<file path="src/rtl/scoreboard_reg_file_if.sv">
// Register-file bus: read ports, issue request and writeback strobe of the
// pipelined CPU's ID and EX/WB stages.
interface scoreboard_reg_file_if #(
   parameter int WIDTH  = 16,
   parameter int ADDR_W = 2
);
   logic [ADDR_W-1:0] rr1;
   logic [ADDR_W-1:0] rr2;
   logic [WIDTH-1:0]  rd1;
   logic [WIDTH-1:0]  rd2;
   logic              busy1;
   logic              busy2;
   logic              stall;
   logic              iss_en;
   logic [ADDR_W-1:0] iss_rd;
   logic              iss_ok;
   logic              wr_en;
   logic [ADDR_W-1:0] wr_addr;
   logic [WIDTH-1:0]  wr_data;
   logic              sb_err;

   modport master (
      output rr1, rr2, iss_en, iss_rd, wr_en, wr_addr, wr_data,
      input  rd1, rd2, busy1, busy2, stall, iss_ok, sb_err
   );

   modport slave (
      input  rr1, rr2, iss_en, iss_rd, wr_en, wr_addr, wr_data,
      output rd1, rd2, busy1, busy2, stall, iss_ok, sb_err
   );
endinterface

</file>
<file path="src/rtl/scoreboard_reg_file.sv">
// 2-read/1-write register file with a per-register pending-write scoreboard.
// Define RF_BYPASS_EN to forward same-cycle writebacks to the read ports.
module scoreboard_reg_file #(
   parameter int WIDTH    = 16,
   parameter int ADDR_W   = 2,
   parameter int MAX_PEND = 3
) (
   input logic                 clk,
   input logic                 reset,
   scoreboard_reg_file_if.slave bus
);
   localparam int NREGS = 2 ** ADDR_W;
   localparam int CW    = $clog2(MAX_PEND + 1);
   localparam logic [CW-1:0] MAXP = CW'(MAX_PEND);

   logic [WIDTH-1:0] regs [NREGS];
   logic [CW-1:0]    pend [NREGS];
   logic             iss_ok;
   logic             sb_err;
   logic             busy1;
   logic             busy2;

   // A saturated register may still take an issue if a writeback retires one slot now.
   always_comb begin
      iss_ok = bus.iss_en &
               ((bus.iss_rd == '0) ||
                (pend[bus.iss_rd] < MAXP) ||
                (bus.wr_en && (bus.wr_addr == bus.iss_rd)));
   end

`ifdef RF_BYPASS_EN
   logic wr_hit1;
   logic wr_hit2;

   always_comb begin
      wr_hit1 = bus.wr_en && (bus.wr_addr == bus.rr1) && (bus.rr1 != '0);
      wr_hit2 = bus.wr_en && (bus.wr_addr == bus.rr2) && (bus.rr2 != '0);
      bus.rd1 = (bus.rr1 == '0) ? '0 : (wr_hit1 ? bus.wr_data : regs[bus.rr1]);
      bus.rd2 = (bus.rr2 == '0) ? '0 : (wr_hit2 ? bus.wr_data : regs[bus.rr2]);
      // Busy reflects the count left after this cycle's retire and re-issue.
      if (wr_hit1 && (pend[bus.rr1] != '0))
         busy1 = (pend[bus.rr1] > CW'(1)) || (iss_ok && (bus.iss_rd == bus.rr1));
      else
         busy1 = (bus.rr1 != '0) && (pend[bus.rr1] != '0);
      if (wr_hit2 && (pend[bus.rr2] != '0))
         busy2 = (pend[bus.rr2] > CW'(1)) || (iss_ok && (bus.iss_rd == bus.rr2));
      else
         busy2 = (bus.rr2 != '0) && (pend[bus.rr2] != '0);
   end
`else
   always_comb begin
      bus.rd1 = (bus.rr1 == '0) ? '0 : regs[bus.rr1];
      bus.rd2 = (bus.rr2 == '0) ? '0 : regs[bus.rr2];
      busy1   = (bus.rr1 != '0) && (pend[bus.rr1] != '0);
      busy2   = (bus.rr2 != '0) && (pend[bus.rr2] != '0);
   end
`endif

   assign bus.busy1  = busy1;
   assign bus.busy2  = busy2;
   assign bus.stall  = busy1 | busy2;
   assign bus.iss_ok = iss_ok;
   assign bus.sb_err = sb_err;

   // The pipeline commits state on the falling edge; reset wins over any traffic.
   always_ff @(negedge clk) begin
      if (reset) begin
         for (int r = 0; r < NREGS; r++) begin
            regs[r] <= '0;
            pend[r] <= '0;
         end
         sb_err <= 1'b0;
      end else begin
         if (bus.wr_en && (bus.wr_addr != '0)) begin
            regs[bus.wr_addr] <= bus.wr_data;
            if (pend[bus.wr_addr] == '0)
               sb_err <= 1'b1;
         end
         for (int r = 1; r < NREGS; r++) begin
            logic inc;
            logic dec;
            inc = iss_ok && (bus.iss_rd == ADDR_W'(r));
            dec = bus.wr_en && (bus.wr_addr == ADDR_W'(r)) && (pend[r] != '0);
            if (inc && !dec)
               pend[r] <= pend[r] + CW'(1);
            else if (dec && !inc)
               pend[r] <= pend[r] - CW'(1);
         end
      end
   end
endmodule
</file>
<file path="src/flat_wrapper.sv">
// flat-port wrapper written by rule: the top's interface ports become plain ports
module scoreboard_reg_file_flat 
#(
   parameter int WIDTH    = 16,
   parameter int ADDR_W   = 2,
   parameter int MAX_PEND = 3
)
  (clk, reset, bus_rr1, bus_rr2, bus_iss_en, bus_iss_rd, bus_wr_en, bus_wr_addr, bus_wr_data, bus_rd1, bus_rd2, bus_busy1, bus_busy2, bus_stall, bus_iss_ok, bus_sb_err);
  scoreboard_reg_file_if #(.WIDTH(WIDTH), .ADDR_W(ADDR_W)) bus_i ();
  input logic clk;
  input logic reset;
  input wire logic [$bits(bus_i.rr1)-1:0] bus_rr1;
  input wire logic [$bits(bus_i.rr2)-1:0] bus_rr2;
  input wire logic [$bits(bus_i.iss_en)-1:0] bus_iss_en;
  input wire logic [$bits(bus_i.iss_rd)-1:0] bus_iss_rd;
  input wire logic [$bits(bus_i.wr_en)-1:0] bus_wr_en;
  input wire logic [$bits(bus_i.wr_addr)-1:0] bus_wr_addr;
  input wire logic [$bits(bus_i.wr_data)-1:0] bus_wr_data;
  output wire logic [$bits(bus_i.rd1)-1:0] bus_rd1;
  output wire logic [$bits(bus_i.rd2)-1:0] bus_rd2;
  output wire logic [$bits(bus_i.busy1)-1:0] bus_busy1;
  output wire logic [$bits(bus_i.busy2)-1:0] bus_busy2;
  output wire logic [$bits(bus_i.stall)-1:0] bus_stall;
  output wire logic [$bits(bus_i.iss_ok)-1:0] bus_iss_ok;
  output wire logic [$bits(bus_i.sb_err)-1:0] bus_sb_err;
  assign bus_i.rr1 = bus_rr1;
  assign bus_i.rr2 = bus_rr2;
  assign bus_i.iss_en = bus_iss_en;
  assign bus_i.iss_rd = bus_iss_rd;
  assign bus_i.wr_en = bus_wr_en;
  assign bus_i.wr_addr = bus_wr_addr;
  assign bus_i.wr_data = bus_wr_data;
  assign bus_rd1 = bus_i.rd1;
  assign bus_rd2 = bus_i.rd2;
  assign bus_busy1 = bus_i.busy1;
  assign bus_busy2 = bus_i.busy2;
  assign bus_stall = bus_i.stall;
  assign bus_iss_ok = bus_i.iss_ok;
  assign bus_sb_err = bus_i.sb_err;
  scoreboard_reg_file #(.WIDTH(WIDTH), .ADDR_W(ADDR_W), .MAX_PEND(MAX_PEND)) u_core (.clk(clk), .reset(reset), .bus(bus_i));
endmodule
</file>
<file path="config.mk">
export PLATFORM = sky130hd
export DESIGN_NAME = scoreboard_reg_file_flat
export DESIGN_NICKNAME = d
export VERILOG_FILES = /design/src/rtl/scoreboard_reg_file_if.sv /design/src/rtl/scoreboard_reg_file.sv /design/src/flat_wrapper.sv
export SDC_FILE = /design/constraint.sdc
export NUM_CORES = 1
export LEC_CHECK = 0
export ABC_AREA = 0
export CAP_MARGIN = 20
export CORE_MARGIN = 3
export CORE_UTILIZATION = 55
export CTS_CLUSTER_SIZE = 30
export DETAILED_ROUTE_END_ITERATION = 16
export PLACE_DENSITY_LB_ADDON = 0.08
export SKIP_LAST_GASP = 1
export SYNTH_ARGS = -nofsm -noshare
export SYNTH_HDL_FRONTEND = slang
export SYNTH_SLANG_ARGS = --single-unit
</file>
<file path="constraint.sdc">
create_clock -name clk -period 4 [get_ports clk]
set_clock_uncertainty 0.05 [all_clocks]
set_input_delay 0.8 -clock clk [delete_from_list [all_inputs] [get_ports clk]]
set_output_delay 0.8 -clock clk [all_outputs]
set_load 0.01 [all_outputs]
</file>
== Word level (Yosys, flattened, before mapping) ==
Memories as Yosys holds them, arrays and structs flattened.
Index checks and enable logic that the tools add are counted.
Storage, ports and cells
  memory bits (writable): 72
  register bits: 1
  output and inout bits: 37
  memories kept: 2
  logic and storage cells: 103
Memories
  u_core.regs: words 4, width 16, rd ports 2, clocked after memory_dff 0, write ports 4, RTL line scoreboard_reg_file.sv:16  | logic [WIDTH-1:0] regs [NREGS];
  u_core.pend: words 4, width 2, rd ports 7, clocked after memory_dff 0, write ports 4, RTL line scoreboard_reg_file.sv:17  | logic [CW-1:0] pend [NREGS];
Cells by class
  reductions and logical operators: 41
  add/sub/neg operators: 6
  multiplexer cells: 37
  equal/unequal tests: 7
  bitwise operators: 8
  order comparisons: 1
Operator list (count)
  $mux 16: 3
  $mux 1: 27
  $logic_and 1x1->1: 19
  $reduce_bool 2->1: 8
  $reduce_or 16->1: 1
  $mux 2: 7
  $eq 2x2->1 const B: 4
  $logic_not 2->1: 4
  $or 1x1->1: 7
  $add 2x1->2 const B: 3
  $logic_not 1->1: 6
  $sub 2x1->2 const B: 3
  $eq 2x1->1 const B: 2
  $eq 2x2->1: 1
  $logic_or 1x1->1: 2
  $lt 2x2->1 const B: 1
  $reduce_and 2->1: 1
  $and 1x1->1: 1

== Logic depth before layout (Yosys ltp) ==
An unclocked memory read counts as a cell.
  depth after elaboration: 13
  mapped depth: 6

==> flow_metrics.env <==
export IMPL_htree_levels=2
export IMPL_internal_power_w=0.00110
export IMPL_clock_sinks=55
export IMPL_antenna_cells=0
export IMPL_tightest_slew_ns=0.445
export IMPL_viasPerCell=6.24
export IMPL_synth_top_cell_area_share_pct=51.8
export IMPL_nets=476
export IMPL_crit_type="reg2out"
export IMPL_grt_usage_pct=30.6
export IMPL_syn_inst=281
export IMPL_yosysWarnings=0
export IMPL_die_x_um=81.4
export IMPL_postLayoutCellArea_sq_um=4720
export IMPL_grt_setup_unrepaired="yes"
export IMPL_ant_nets=0
export IMPL_drv_cap=0
export IMPL_crit_path_end_kind="primary output"
export IMPL_worst_slack_ns=-0.767
export IMPL_cts_root_buf="clkbuf_8"
export IMPL_ys_top_cells_by_count="54 x edfxtp_1, 37 x nor2_1, 32 x a22o_1, 32 x mux2_2, 25 x nand2_1"
export IMPL_io_pin_count=65
export IMPL_tritoncts="built"
export IMPL_die_area_sq_um=6630
export IMPL_regToRegSetupSlack_ns=1.26
export IMPL_layout_cells_non_filler=518
export IMPL_powerDensity_nw_per_um2=366
export IMPL_avgSynthCellArea_sq_um=11.1
export IMPL_grt_overflow=0
export IMPL_synth_most_common_cell="edfxtp_1"
export IMPL_fp_dieH_um=81.4
export IMPL_max_slew_margin_pct=70.3
export IMPL_clock_power_share_pct=34.5
export IMPL_grt_first_pass_wirelength_um=15000
export IMPL_seq_power_share_pct=41.3
export IMPL_p_sw_w=0.000624
export IMPL_drive_above_1_share_pct=36.8
export IMPL_avgRoutedWirePerCell_um=22.1
export IMPL_rows=26
export IMPL_fin_hold_ws_ns=0.421
export IMPL_place_hpwl_um=5760
export IMPL_clk_pin_slew_worst_paths_ns=0.03
export IMPL_slew_violations=0
export IMPL_grt_start_max_net_pins=19
export IMPL_detailedPlace_worstSlack_ns=-1.09
export IMPL_syn_area_sq_um=3130
export IMPL_cts_buffer_depth=2
export IMPL_critPathMaxFanout=7
export IMPL_slowest_stage="edfxtp_1"
export IMPL_power_frac_comb_pct=24.2
export IMPL_start_util_pct=59.0
export IMPL_synth_edf_count=54
export IMPL_port_buffers=64
export IMPL_cellLeakagePower_nw=2.29
export IMPL_finalSetupTns_ns=-17.13
export IMPL_hold_path_depth=2
export IMPL_arrival_ns=3.92
export IMPL_totalWireLength_um=11400
export IMPL_yosys_most_used_dff="edfxtp_1"
export IMPL_clkLatencyLatePin_ns=0.39
export IMPL_setup_viol_count_final=48
export IMPL_sw_frac_of_total_pct=36.1
export IMPL_r2r_cells=9
export IMPL_gp_congestion=0.839
export IMPL_synth_cell_types=37
export IMPL_finalHoldViolCount=0
export IMPL_yosysSeqAreaShare_pct=52.4
export IMPL_ys_async_sr_fraction_pct=0
export IMPL_cts_buffers=5
export IMPL_vdd_ir_drop_worst_mv=0.335
export IMPL_antenna_found_initial=0
export IMPL_yosysTopAreaCell="edfxtp_1"
export IMPL_synth_area_leaders="edfxtp_1 52%, mux2_2 12%, a22o_1 9.0%, nor2_1 4.4%, nand2_1 3.0%"
export IMPL_status="finished with violations"
export IMPL_worstSetupStartpointType="register"
export IMPL_core_sq_um=5300
export IMPL_required_ns=3.15
export IMPL_hp_class="reg2reg"
export IMPL_drtIter0Drc=326
export IMPL_violations="setup timing"
export IMPL_syn_num_nets=310
export IMPL_cpPeakStageDelay_ns=0.40
export IMPL_ys_ff_latch=55
export IMPL_crit_chain="buf_4 > nor3_4 > a21oi_1 > a22o_1 > or2_4 > buf_6"
export IMPL_place_inst=436
export IMPL_syn2layout_area_growth_pct=50.9
export IMPL_vias=3230
export IMPL_grt_pass1_vias=3116
export IMPL_post_route_drc_count=0
export IMPL_first_pass_iters=7
export IMPL_place_area_sq_um=4160
power by group through the flow:
stage | logic (W) | registers [W] | clock network, W
3_5_place_dp | 0.000358 | 0.000716 | 0.0000835
5_1_grt | 0.000438 | 0.000715 | 0.000653
4_1_cts | 0.000359 | 0.000708 | 0.000551
3_3_place_gp | 0.000349 | 0.000711 | 0.0000835
2_1_floorplan | 0.000177 | 0.000710 | 0.0000835
6_report | 0.000417 | 0.000714 | 0.000597
state kept, by name, summed over array words and instances (netlist names):
signal	flops
u_core.pend	6
u_core.regs	48
u_core.bus.sb_err	1
cell type report:
cell class	instances	area, sq um
Clock inverter	58	228
Clock buffer	5	68.8
Sequential cell	55	1640
Timing Repair Buffer	125	1120
Tap cell	70	87.6
Multi-Input combinational cell	185	1510
Fill cell	225	578
Inverter	20	75.1
layer usage:
| metal | global-route usage, % | vias up | wire (um) |
|---|---|---|---|
| met4 | 13.5 | 0 | 546 |
| li1 | - | 1352 | - |
| met2 | 54.6 | 291 | 5670 |
| met1 | 33.9 | 1524 | 3910 |
| met5 | 0 | - | 0 |
| met3 | 8.55 | 63 | 1310 |
cells in the final DEF, fill, tap and decap left out, drive strengths merged, types with 7 or more instances in the layout:
| cell type | count |
|---|---|
| a21oi | 7 |
| a22o | 32 |
| buf | 94 |
| clkdlybuf4s50 | 21 |
| edfxtp | 54 |
| inv | 78 |
| mux2 | 34 |
| nand2 | 25 |
| nor2 | 37 |
critical path, delay by kind of cell, from the launching register on:
family	cells	cell delay, ns
flip-flops	1	0.40
AO/OA/AOI/OAI	2	0.40
AND/OR/NAND/NOR	2	0.43
buffers and inverters	2	0.31
cells by family (layout without fill, tap and decap cells):
| group | Yosys count | count (layout) | share of synthesized area (%) |
|---|---|---|---|
| muxes | 35 | 35 | 12.7 |
| adders and majority gates | 1 | 1 | 0.400 |
| and+or+nand+nor | 96 | 96 | 14.6 |
| buffers and inverters | 41 | 208 | 5.24 |
| xor gates and xnor gates | 5 | 5 | 1.40 |
| DFF | 55 | 55 | 52.4 |
| AOI/OAI and AO/OA | 48 | 48 | 13.2 |
through the flow:
stage / utilization, % / power (W)
global placement: 78.5 / 0.00114
finish: 89.1 / 0.00173
global route: 89.1 / 0.00181
CTS: 85.0 / 0.00162
detailed placement: 78.5 / 0.00116
floorplan: - / 0.000970
worst paths after layout:
kind,startpoint,end
hold / removal,u_core.bus.sb_err,u_core.bus.sb_err
setup / recovery,u_core.pend[1][0],bus_stall
setup reg to reg,u_core.pend[1][1],u_core.pend[1][0]
hold reg to reg,u_core.bus.sb_err,u_core.bus.sb_err
timing repair:
action                                  4_1_cts  5_1_grt
setup buffers                                 8       10
hold buffers                                  0        0
resized for setup                           167       43
endpoints found under the hold margin         0        0
pin swaps                                     4       12
cloned                                        2        0
endpoints found under the setup margin       86       48
Note: power is estimated with default switching activity, not from simulation.
